--- src/rtl/instr_fetch_unit.sv ---
// rtl/instr_fetch_unit.sv - RV32I instruction fetch unit with single-outstanding imem requests
// Purpose: owns the PC, fetches one word at a time from variable-latency instruction
//          memory and hands each word plus its PC to decode over a valid/ready handshake.
//          The consuming stage returns pc_src/imm_ext/alu_result to select the next PC.
// Ports:
//   clk, rst_n                 clock, asynchronous active-low reset
//   imem_req/imem_addr         request strobe and word address (= pc)
//   imem_rdata/imem_valid      returned word and its strobe (only honoured while requesting)
//   instr/instr_pc/instr_valid fetched word, its PC, and valid towards decode
//   instr_ready                decode accepts instr when valid&ready
//   pc_src/imm_ext/alu_result  next-PC selection from the consumed instruction
//   fetch_err                  sticky error: timeout, misaligned target or reserved pc_src
module instr_fetch_unit #(
  parameter logic [31:0] RESET_PC    = 32'h0000_0000,
  parameter int          TIMEOUT_CYC = 16
) (
  input  logic        clk,
  input  logic        rst_n,
  output logic        imem_req,
  output logic [31:0] imem_addr,
  input  logic [31:0] imem_rdata,
  input  logic        imem_valid,
  output logic [31:0] instr,
  output logic [31:0] instr_pc,
  output logic        instr_valid,
  input  logic        instr_ready,
  input  logic [1:0]  pc_src,
  input  logic [31:0] imm_ext,
  input  logic [31:0] alu_result,
  output logic        fetch_err
);

  localparam int CW = (TIMEOUT_CYC > 1) ? $clog2(TIMEOUT_CYC) : 1;
  localparam logic [CW-1:0] TCNT_LAST = CW'(TIMEOUT_CYC - 1);

  typedef enum logic [1:0] {S_IDLE, S_REQ, S_HOLD, S_ERR} state_t;

  state_t          state;
  logic [31:0]     pc;
  logic [CW-1:0]   tcnt;
  logic [31:0]     next_pc;
  logic            next_bad;

  // Request strobe and address are decoded from state/pc so they never depend on imem_valid.
  assign imem_req  = (state == S_REQ);
  assign imem_addr = pc;

  // Target of the instruction being consumed; only meaningful in S_HOLD with instr_ready.
  always_comb begin
    next_pc = pc + 32'd4;
    case (pc_src)
      2'b00:   next_pc = pc + 32'd4;
      2'b01:   next_pc = instr_pc + imm_ext;
      2'b10:   next_pc = alu_result & 32'hFFFF_FFFE;
      default: next_pc = pc + 32'd4;
    endcase
    next_bad = (pc_src == 2'b11) || (next_pc[1:0] != 2'b00);
  end

  always_ff @(posedge clk or negedge rst_n) begin
    if (!rst_n) begin
      state       <= S_IDLE;
      pc          <= RESET_PC;
      tcnt        <= '0;
      instr       <= 32'd0;
      instr_pc    <= RESET_PC;
      instr_valid <= 1'b0;
      fetch_err   <= 1'b0;
    end else begin
      case (state)
        S_IDLE: state <= S_REQ;

        S_REQ: begin
          if (imem_valid) begin
            instr       <= imem_rdata;
            instr_pc    <= pc;
            instr_valid <= 1'b1;
            tcnt        <= '0;
            state       <= S_HOLD;
          end else if (tcnt == TCNT_LAST) begin
            fetch_err <= 1'b1;
            tcnt      <= '0;
            state     <= S_ERR;
          end else begin
            tcnt <= tcnt + 1'b1;
          end
        end

        S_HOLD: begin
          if (instr_ready) begin
            instr_valid <= 1'b0;
            if (next_bad) begin
              fetch_err <= 1'b1;
              state     <= S_ERR;
            end else begin
              pc    <= next_pc;
              state <= S_REQ;
            end
          end
        end

        S_ERR: begin
          instr_valid <= 1'b0;
          fetch_err   <= 1'b1;
        end

        default: state <= S_ERR;
      endcase
    end
  end

endmodule
--- config.mk ---
export PLATFORM = sky130hd
export DESIGN_NAME = instr_fetch_unit
export DESIGN_NICKNAME = d
export VERILOG_FILES = /design/src/rtl/instr_fetch_unit.sv
export SDC_FILE = /design/constraint.sdc
export NUM_CORES = 1
export LEC_CHECK = 0
export CORE_MARGIN = 10
export CORE_UTILIZATION = 43
export DETAILED_ROUTE_END_ITERATION = 16
export PLACE_DENSITY = 0.74
export SYNTH_ARGS = -nofsm -noshare
export SYNTH_HDL_FRONTEND = slang
export SYNTH_SLANG_ARGS = --single-unit
--- constraint.sdc ---
create_clock -name clk -period 3 [get_ports clk]
set_input_delay 0.75 -clock clk [delete_from_list [all_inputs] [get_ports clk]]
set_output_delay 0.75 -clock clk [all_outputs]
set_load 0.05 [all_outputs]
## After elaboration in Yosys (flattened, before gate mapping)

Index checks and enable logic that the tools add are counted.

- Bits in registers: 104
- ROM bits: 0
- Output and inout bits: 99
- Memories: 0
- Memory bits (writable): 0
- Input bits: 102
- Logic and storage cells: 50
- Bits in latches: 0

- Reduce and logical (&&, ||, !) cells: 10
- Multiply operators: 0
- Shifts and indexed selects: 0
- Multiplexer cells: 16
- Divide/modulo/power cells: 0
- Equality and inequality tests: 13
- Bitwise operators: 1
- Add/sub/neg operators: 3
- Magnitude comparators: 0

Operators with widths:

| kind | count |
|---|---|
| $pmux W32 S2 | 1 |
| $add A32 B3 Y32 const B | 1 |
| $add A32 B32 Y32 | 1 |
| $reduce_and A3 Y1 | 3 |
| $eq A2 B2 Y1 const B | 4 |
| $mux W2 | 4 |
| $mux W4 | 2 |
| $mux W1 | 6 |
| $ne A2 B2 Y1 const B | 3 |
| $pmux W1 S3 | 2 |
| $pmux W2 S3 | 1 |
| $reduce_bool A3 Y1 | 2 |
| $reduce_and A5 Y1 | 1 |
| $add A4 B1 Y4 const B | 1 |
| $eq A2 B1 Y1 const B | 2 |
| $eq A4 B4 Y1 const B | 1 |
| $ne A2 B1 Y1 const B | 2 |
| $ne A3 B1 Y1 const B | 1 |
| $logic_not A2 Y1 | 1 |
| $reduce_and A2 Y1 | 1 |
| $reduce_bool A2 Y1 | 1 |
| $logic_or A1 B1 Y1 | 1 |
| $not A1 Y1 | 1 |

## Logic depth before layout (Yosys ltp)

Gate-level depths: netlist (run 1).

- Word-level depth: 7
- Depth in mapped cells: 12

## Worst setup path before layout (run 1)

Ideal clock, no wire load.

- Kind: input port to flip-flop
- Start point: in imm_ext[0]
- End point: reg pc[24], in the netlist imem_addr[24]
- Slack: 0.039 ns
- Library setup time: 0.094 ns
- Stages: 11
- Path buffers: 0
- Arrival time: 2.867 ns
- Path through: ha_1 inv_1 fa_1 nand2b_1 a211oi_2 o21bai_1 a211oi_2 o21bai_1 and3b_1 o31a_1 a211oi_1

- Cells in the longest elaborated chain, start to end: 6

Ends and longest elaborated chain:

| item | line | text |
|---|---|---|
| start: declaration | 28 | `input logic [31:0] imm_ext,` |
| $add A32 B32 Y32 (*) | 53 | `2'b01: next_pc = instr_pc + imm_ext;` |
| $pmux W32 S2 (*) | 51 | `case (pc_src)` |
| $reduce_bool A2 Y1 | 57 | `next_bad = (pc_src == 2'b11) \|\| (next_pc[1:0] != 2'b00);` |
| $logic_or A1 B1 Y1 | 57 |  |
| $not A1 Y1 (no line) | n/a |  |
| $reduce_and A3 Y1 (no line) | n/a |  |
| end signal: assignment | 96 | `pc <= next_pc;` |
| end: declaration | 39 | `logic [31:0] pc;` |

Mark *: on every way between the ends. The rest lies on a longest branch, timed or not.
A chain may end at the register's enable or synchronous reset.

## Final worst setup path (run 1)

- Start point: in imm_ext[2]
- End point: reg pc[19], in the netlist imem_addr[19]

- Cells in the longest elaborated chain, start to end: 2

Ends and longest elaborated chain:

| item | line |
|---|---|
| $add A32 B32 Y32 | 53 |
| $pmux W32 S2 | 51 |

No other way between the ends.

==> results.md, run 1 <==
- Total negative setup slack: 0 ps
- #FFs+latches synth: 104
- R2R Path End: imem_addr[20]
- Relative slew slack: 0.568
- CTS root buffer: clkbuf_16
- FF-to-FF setup slack: ~210 ps
- HP Class: in -> async
- Clock tree from TritonCTS: yes
- Die height: around 150 µm
- Tmin final: 2910 ps
- CP Class: in -> reg
- Starting density of the core: 0.435
- Longest Clk Path Bufs: 2
- Post-Syn Area: 6860 µm²
- Startpoint Class: input pin
- Hpwl dp: 17,700 µm
- CP max FO: 2
- Critical Path End: imem_addr[19]
- First-pass GRT wire length: 36,100 µm
- Register area: 2600 µm²
- Avg Cell Area, Syn: 9.58 µm²
- Worst-Margin Slew: approximately 650 ps
- Port bufs: 199
- Syn Nets: 860
- Fillers: 1,381
- Final setup violation count: 0
- FP Rows: 46
- Die W: 146 µm
- Outcome: finished, final reports clean
- Worst endpoint required time: ~3200 ps
- Worst Setup SP: imm_ext[2]
- Drt wl/cell: around 19 µm
- Setup WS post-layout: 88.9 ps
- # diodes: 0
- Number of global-route vias before repair: 6,654
- Sink Count: 104
- H-tree depth: 3
- Synth Flop Type: dfrtp_1
- Fmax: 344 MHz
- VDD IR max: 0.659 mV
- Detailed Route WL: 23,100 µm
- DRT iter0 DRCs: 389
- DRC violations left: 0
- Reg-to-reg critical path startpoint: instr_pc[0]
- Post-synthesis sequential area ratio: 0.380
- Critical path arrival: 3150 ps
- Yosys cell types: 75
- Antenna Violating Nets Remaining: 0
- Crit share post-route: 0.970
- Kind of end point of the critical path: flip-flop
- Worst slack, placed: -701 ps
- Initial antenna violation count: 0
- Post-synth EDFFs: 0
- Max_cap viols: 0
- Worst hold slack: 409 ps
- Clock transition at path regs: ~70 ps
- Clock skew: 6.04 ps
- Nets: around 1,100
- Synth Warn #: 0
- Power Total: 0.00764 W
- Total track usage: 0.207
- I/O Pins: 201
- Cell count of the worst reg-to-reg path: 12
- Final hold vios: 0
- Total core area: 15,800 µm²
- Gp weighted congestion: between 0.9 and 1
- Vias per inst: 5.56
- Skew-Pair Late Insertion Delay: 350 ps
- Area of the multi-input gates: approximately 4200 µm²
- LEAKAGE: around 4.5 nW
- Synth async-reset ratio: 1.00
- Largest net degree at the start of global routing: approximately 60
- PwrDens: 747 nW/µm²
- Pre-Repair DR Iteration Count: 5
- Cell count after synthesis: 716
- Grt ovf: 0
- Slew Viols, Final: 0
- Num CTS Buffers: 9
- Via Count: 6,704
- Layout cells sized above 1: 0.238
- Area growth from synthesis to layout: 49.3%
- Die area: 21,400 µm²
area by class of cell:
cell class | instances | share of cell area
clock buffers | 11 | 0.0237
clock inverters | 4 | 0.00440
inverters | 21 | 0.00770
multi-input cells | 553 | 0.413
flip-flops and latches | 104 | 0.254
well taps | 216 | 0.0264
repair buffers | 297 | 0.271
cell families after synthesis:
family,after synthesis,synth area share
compound gates,211,0.204
xor+xnor,22,0.0281
fa+ha+maj,42,0.0777
buf+inv,59,0.0389
flops,104,0.380
mux,72,0.117
simple gates,206,0.155
cells in the final DEF, fill, tap and decap left out, types with 3 or more instances in the layout:
cell type,Yosys,routed
nor4_1,3,3
buf_12,0,3
a21oi_1,55,52
clkbuf_16,0,9
nand2_1,66,64
a211oi_1,14,14
o211ai_1,7,7
buf_4,1,95
xor2_1,9,9
ha_4,0,7
a221oi_1,16,13
nor2_1,42,41
o21a_1,5,5
and2_1,3,3
nor3_1,7,6
clkinv_2,0,3
dfrtp_1,104,104
mux2_2,64,63
nand2b_1,5,4
a21oi_2,1,3
a221oi_2,0,3
dlymetal6s2s_1,0,4
clkdlybuf4s50_1,0,192
o21ai_0,37,36
nand4_1,17,17
nand3_1,25,24
ha_1,41,33
and3_4,2,3
a21o_1,19,19
nor3_2,3,4
xnor2_1,13,12
o31ai_1,4,3
nor2b_1,7,7
a31oi_1,10,9
inv_1,20,19
mux2i_1,8,8
o22ai_1,12,12
worst min-delay path by stage:
| stage | start | end | slack [ps] | cells after the start |
|---|---|---|---|---|
| after detailed placement | fetch_err | fetch_err | 460 | 1 |
| after floorplan | rst_n | fetch_err | 450 | 0 |
| after CTS | rst_n | instr_pc[3] | 440 | 1 |
| after global placement | fetch_err | fetch_err | 450 | 1 |
| after global routing | rst_n | instr_pc[3] | 460 | 1 |
| final | rst_n | instr_pc[3] | 410 | 1 |
synth_stat cells, types with 3 or more instances:
master	n	area share
dfrtp_1	104	0.38
nand2_1	66	0.036
mux2_2	64	0.11
a21oi_1	55	0.040
nor2_1	42	0.023
ha_1	41	0.075
o21ai_0	37	0.027
clkbuf_1	27	0.015
nand3_1	25	0.018
inv_1	20	0.011
a21o_1	19	0.021
nand4_1	17	0.016
a221oi_1	16	0.020
a211oi_1	14	0.015
xnor2_1	13	0.017
o22ai_1	12	0.011
a31oi_1	10	0.0091
xor2_1	9	0.011
mux2i_1	8	0.012
nor2b_1	7	0.0064
nor3_1	7	0.0051
o211ai_1	7	0.0077
nand2b_1	5	0.0046
o21a_1	5	0.0055
o31ai_1	4	0.0044
a21boi_0	3	0.0033
a311oi_1	3	0.0038
and2_1	3	0.0027
and3_1	3	0.0027
buf_2	3	0.0022
nor3_2	3	0.0044
nor4_1	3	0.0027
o21bai_1	3	0.0033
where the power goes:
group	switching [W]	internal [W]	total (W)
sequential	0.000328	0.00179	0.00212
combinational	0.00254	0.00178	0.00432
clock	0.000545	0.000663	0.00121
total	0.00341	0.00423	0.00764
worst max-delay path: stages:
cell,delay (ps)
clkdlybuf4s50_1,450
ha_4,180
buf_4,130
a21o_1,160
a21oi_2,210
a21oi_4,110
buf_4,140
or2_2,270
a31oi_2,250
o221ai_1,170
xnor2_1,220
o21ai_0,100
sequential cells by signal, indices dropped and copies added (netlist names):
register / count
fetch_err: 1
imem_addr: 32
instr: 32
instr_pc: 32
instr_valid: 1
state: 2
tcnt: 4
stage by stage:
stage                     utilization  instances  instance area, µm²
after floorplan                     -        716                6860
after global placement          0.611       1184                9640
after detailed placement        0.611       1184                9640
after CTS                       0.637       1204               10000
after global routing            0.649       1206               10200
final                           0.649       1206               10200
layer usage:
metal	GRT usage	share of wire
met5	0	0
met4	0.0646	0.017
met3	0.0739	0.095
met2	0.332	0.46
met1	0.254	0.43
repair_timing:
action | in CTS | in global routing
gates resized for setup | 21 | 27
cloned | 0 | 0
endpoints found under the setup margin | 28 | 15
setup buffers | 5 | 2
pin swaps | 10 | 15
hold buffers | 0 | 0
Power figures use the tool's default switching activity.
==> inputs of run 2 (changes only) <==
--- a/config.mk
+++ b/config.mk
@@ -5,10 +5,10 @@
 export SDC_FILE = /design/constraint.sdc
 export NUM_CORES = 1
 export LEC_CHECK = 0
-export CORE_MARGIN = 10
-export CORE_UTILIZATION = 43
+export CORE_MARGIN = 1
+export CORE_UTILIZATION = 49
 export DETAILED_ROUTE_END_ITERATION = 16
-export PLACE_DENSITY = 0.74
+export PLACE_DENSITY = 0.82
 export SYNTH_ARGS = -nofsm -noshare
 export SYNTH_HDL_FRONTEND = slang
 export SYNTH_SLANG_ARGS = --single-unit
==> run 2 against run 1 <==
The flow now finishes with violations (setup timing). Final area shrank 1.1%. Fmax shrank 3.7%. Non-clock buffer count shrank 11. Via count grew 4.5%. Worst hold slack lost 12 ps. Sequential share of layout area grew 0.27 points. Routed wire length shrank 5.5%. Clock power is essentially flat. Global-route usage grew 9.3 points. Die area shrank 32%. Power shrank 0.45%. Largest power group unchanged.
==> results.md, run 2 (same netlist as run 1, synthesis figures left out) <==
- PwrDens: 751 nW/µm²
- Outcome: finished with violations
- Num CTS Buffers: 9
- Max_cap viols: 0
- Starting density of the core: 0.510
- Vias per inst: roughly 6.1
- Area growth from synthesis to layout: 47.8%
- CP Class: in -> reg
- Sink Count: 104
- Total core area: 13,500 µm²
- Grt ovf: 0
- Die height: 120 µm
- Crit share post-route: 1.01
- Initial antenna violation count: 0
- First-pass GRT wire length: 34,100 µm
- Port bufs: 199
- Largest net degree at the start of global routing: 50
- Layout cells sized above 1: 0.232
- Die area: ~14,000 µm²
- Critical path arrival: around 3300 ps
- Startpoint Class: input pin
- FP Rows: 42
- DRT iter0 DRCs: 570
- Worst endpoint required time: ~3300 ps
- HP Class: in -> async
- Slew Viols, Final: 0
- Worst-Margin Slew: 624 ps
- Antenna Violating Nets Remaining: 0
- Detailed Route WL: about 22,000 µm
- Pre-Repair DR Iteration Count: 7
- Final Cell Area: between 10,000 and 15,000 µm²
- Skew-Pair Late Insertion Delay: 360 ps
- Nets: 1,119
- Kind of end point of the critical path: flip-flop
- # diodes: 0
- Cell count of the worst reg-to-reg path: 14
- Hpwl dp: 15,600 µm
- Commonest non-fill, non-tap cell in the layout: clkdlybuf4s50_1
- Final hold vios: 0
- LEAKAGE: 4.38 nW
- Longest Clk Path Bufs: 2
- Tmin final: ~3000 ps
- Clock skew: 11.9 ps
- Fmax: 331 MHz
- Number of global-route vias before repair: between 6,000 and 7,000
- Violated checks: setup timing
- I/O Pins: 201
- Post-DP Area: 9520 µm²
- Clock transition at path regs: 80 ps
- Die W: between 100 and 150 µm
- Setup WS post-layout: -23.0 ps
- Via Count: 7,004
- VDD IR max: 0.721 mV
- Final setup violation count: 1
- CP max FO: 3
- Total track usage: 0.300
- CTS root buffer: clkbuf_16
- Drt wl/cell: between 15 and 20 µm
- Gp weighted congestion: 0.905
- Commonest cells after routing, fill and taps aside: 193 x clkdlybuf4s50_1, 104 x dfrtp_1, 81 x buf_4
- Total negative setup slack: -23.0 ps
- Clock tree from TritonCTS: yes
- Relative slew slack: 0.580
- H-tree depth: 3
- DRC violations left: 0
run 2: worst max-delay path: stages:
cell,delay [ps]
clkdlybuf4s50_1,570
inv_1,70
ha_1,210
a221oi_2,250
buf_4,170
buf_4,100
o21ai_0,110
nor4_1,460
a311oi_1,110
buf_4,160
nand3b_1,70
mux2i_1,70
a21o_1,160
run 2: path summary, 6_finish.rpt:
| kind | from | end | slack [ps] |
|---|---|---|---|
| setup / recovery | pc_src[1] | imem_addr[28] | -20 |
| hold / removal | rst_n | imem_addr[10] | 400 |
| setup reg to reg | instr_pc[0] | imem_addr[28] | 40 |
| hold reg to reg | fetch_err | fetch_err | 480 |
| max in group asynchronous | rst_n | instr[9] | 1810 |
| min in group clk | fetch_err | fetch_err | 480 |
run 2: report_power, final:
group	internal (W)	switching, W	total (W)
sequential	0.00179	0.000333	0.00213
combinational	0.00176	0.00252	0.00428
clock	0.000666	0.000538	0.00120
run 2: layer usage:
metal / up-vias / global-route usage / wire length (µm)
met4: 0 / 0.0941 / 653
met3: 71 / 0.0580 / 1590
met2: 345 / 0.509 / 10500
met1: 3391 / 0.384 / 9000
met5: - / 0 / 0
li1: 3197 / - / -
run 2: what timing repair did:
action,4_1_cts,5_1_grt
hold buffers,0,0
resized for setup,24,27
setup endpoints to repair,28,14
pin swaps,12,15
endpoints found under the hold margin,0,0
buffers inserted,5,3
run 2: layout make-up:
cell class	count	area, µm²
inverter	21	78.8
tap	176	220
clock inverter	3	42.5
clock buffer	12	246
sequential	104	2600
fill	985	3320
timing repair buffer	286	2710
multi-input combinational	553	4230
run 2: metrics by stage:
stage,setup WS (ps),total power (W),cells,utilization,hold slack [ps]
after detailed placement,-706,0.00626,1132,0.708,464
after global routing,-78.7,0.00797,1155,0.753,426
after global placement,-622,0.00616,1132,0.708,461
after CTS,9.26,0.00753,1152,0.738,408
after floorplan,38.7,0.00474,716,-,454
final,-23.0,0.00761,1155,0.753,397
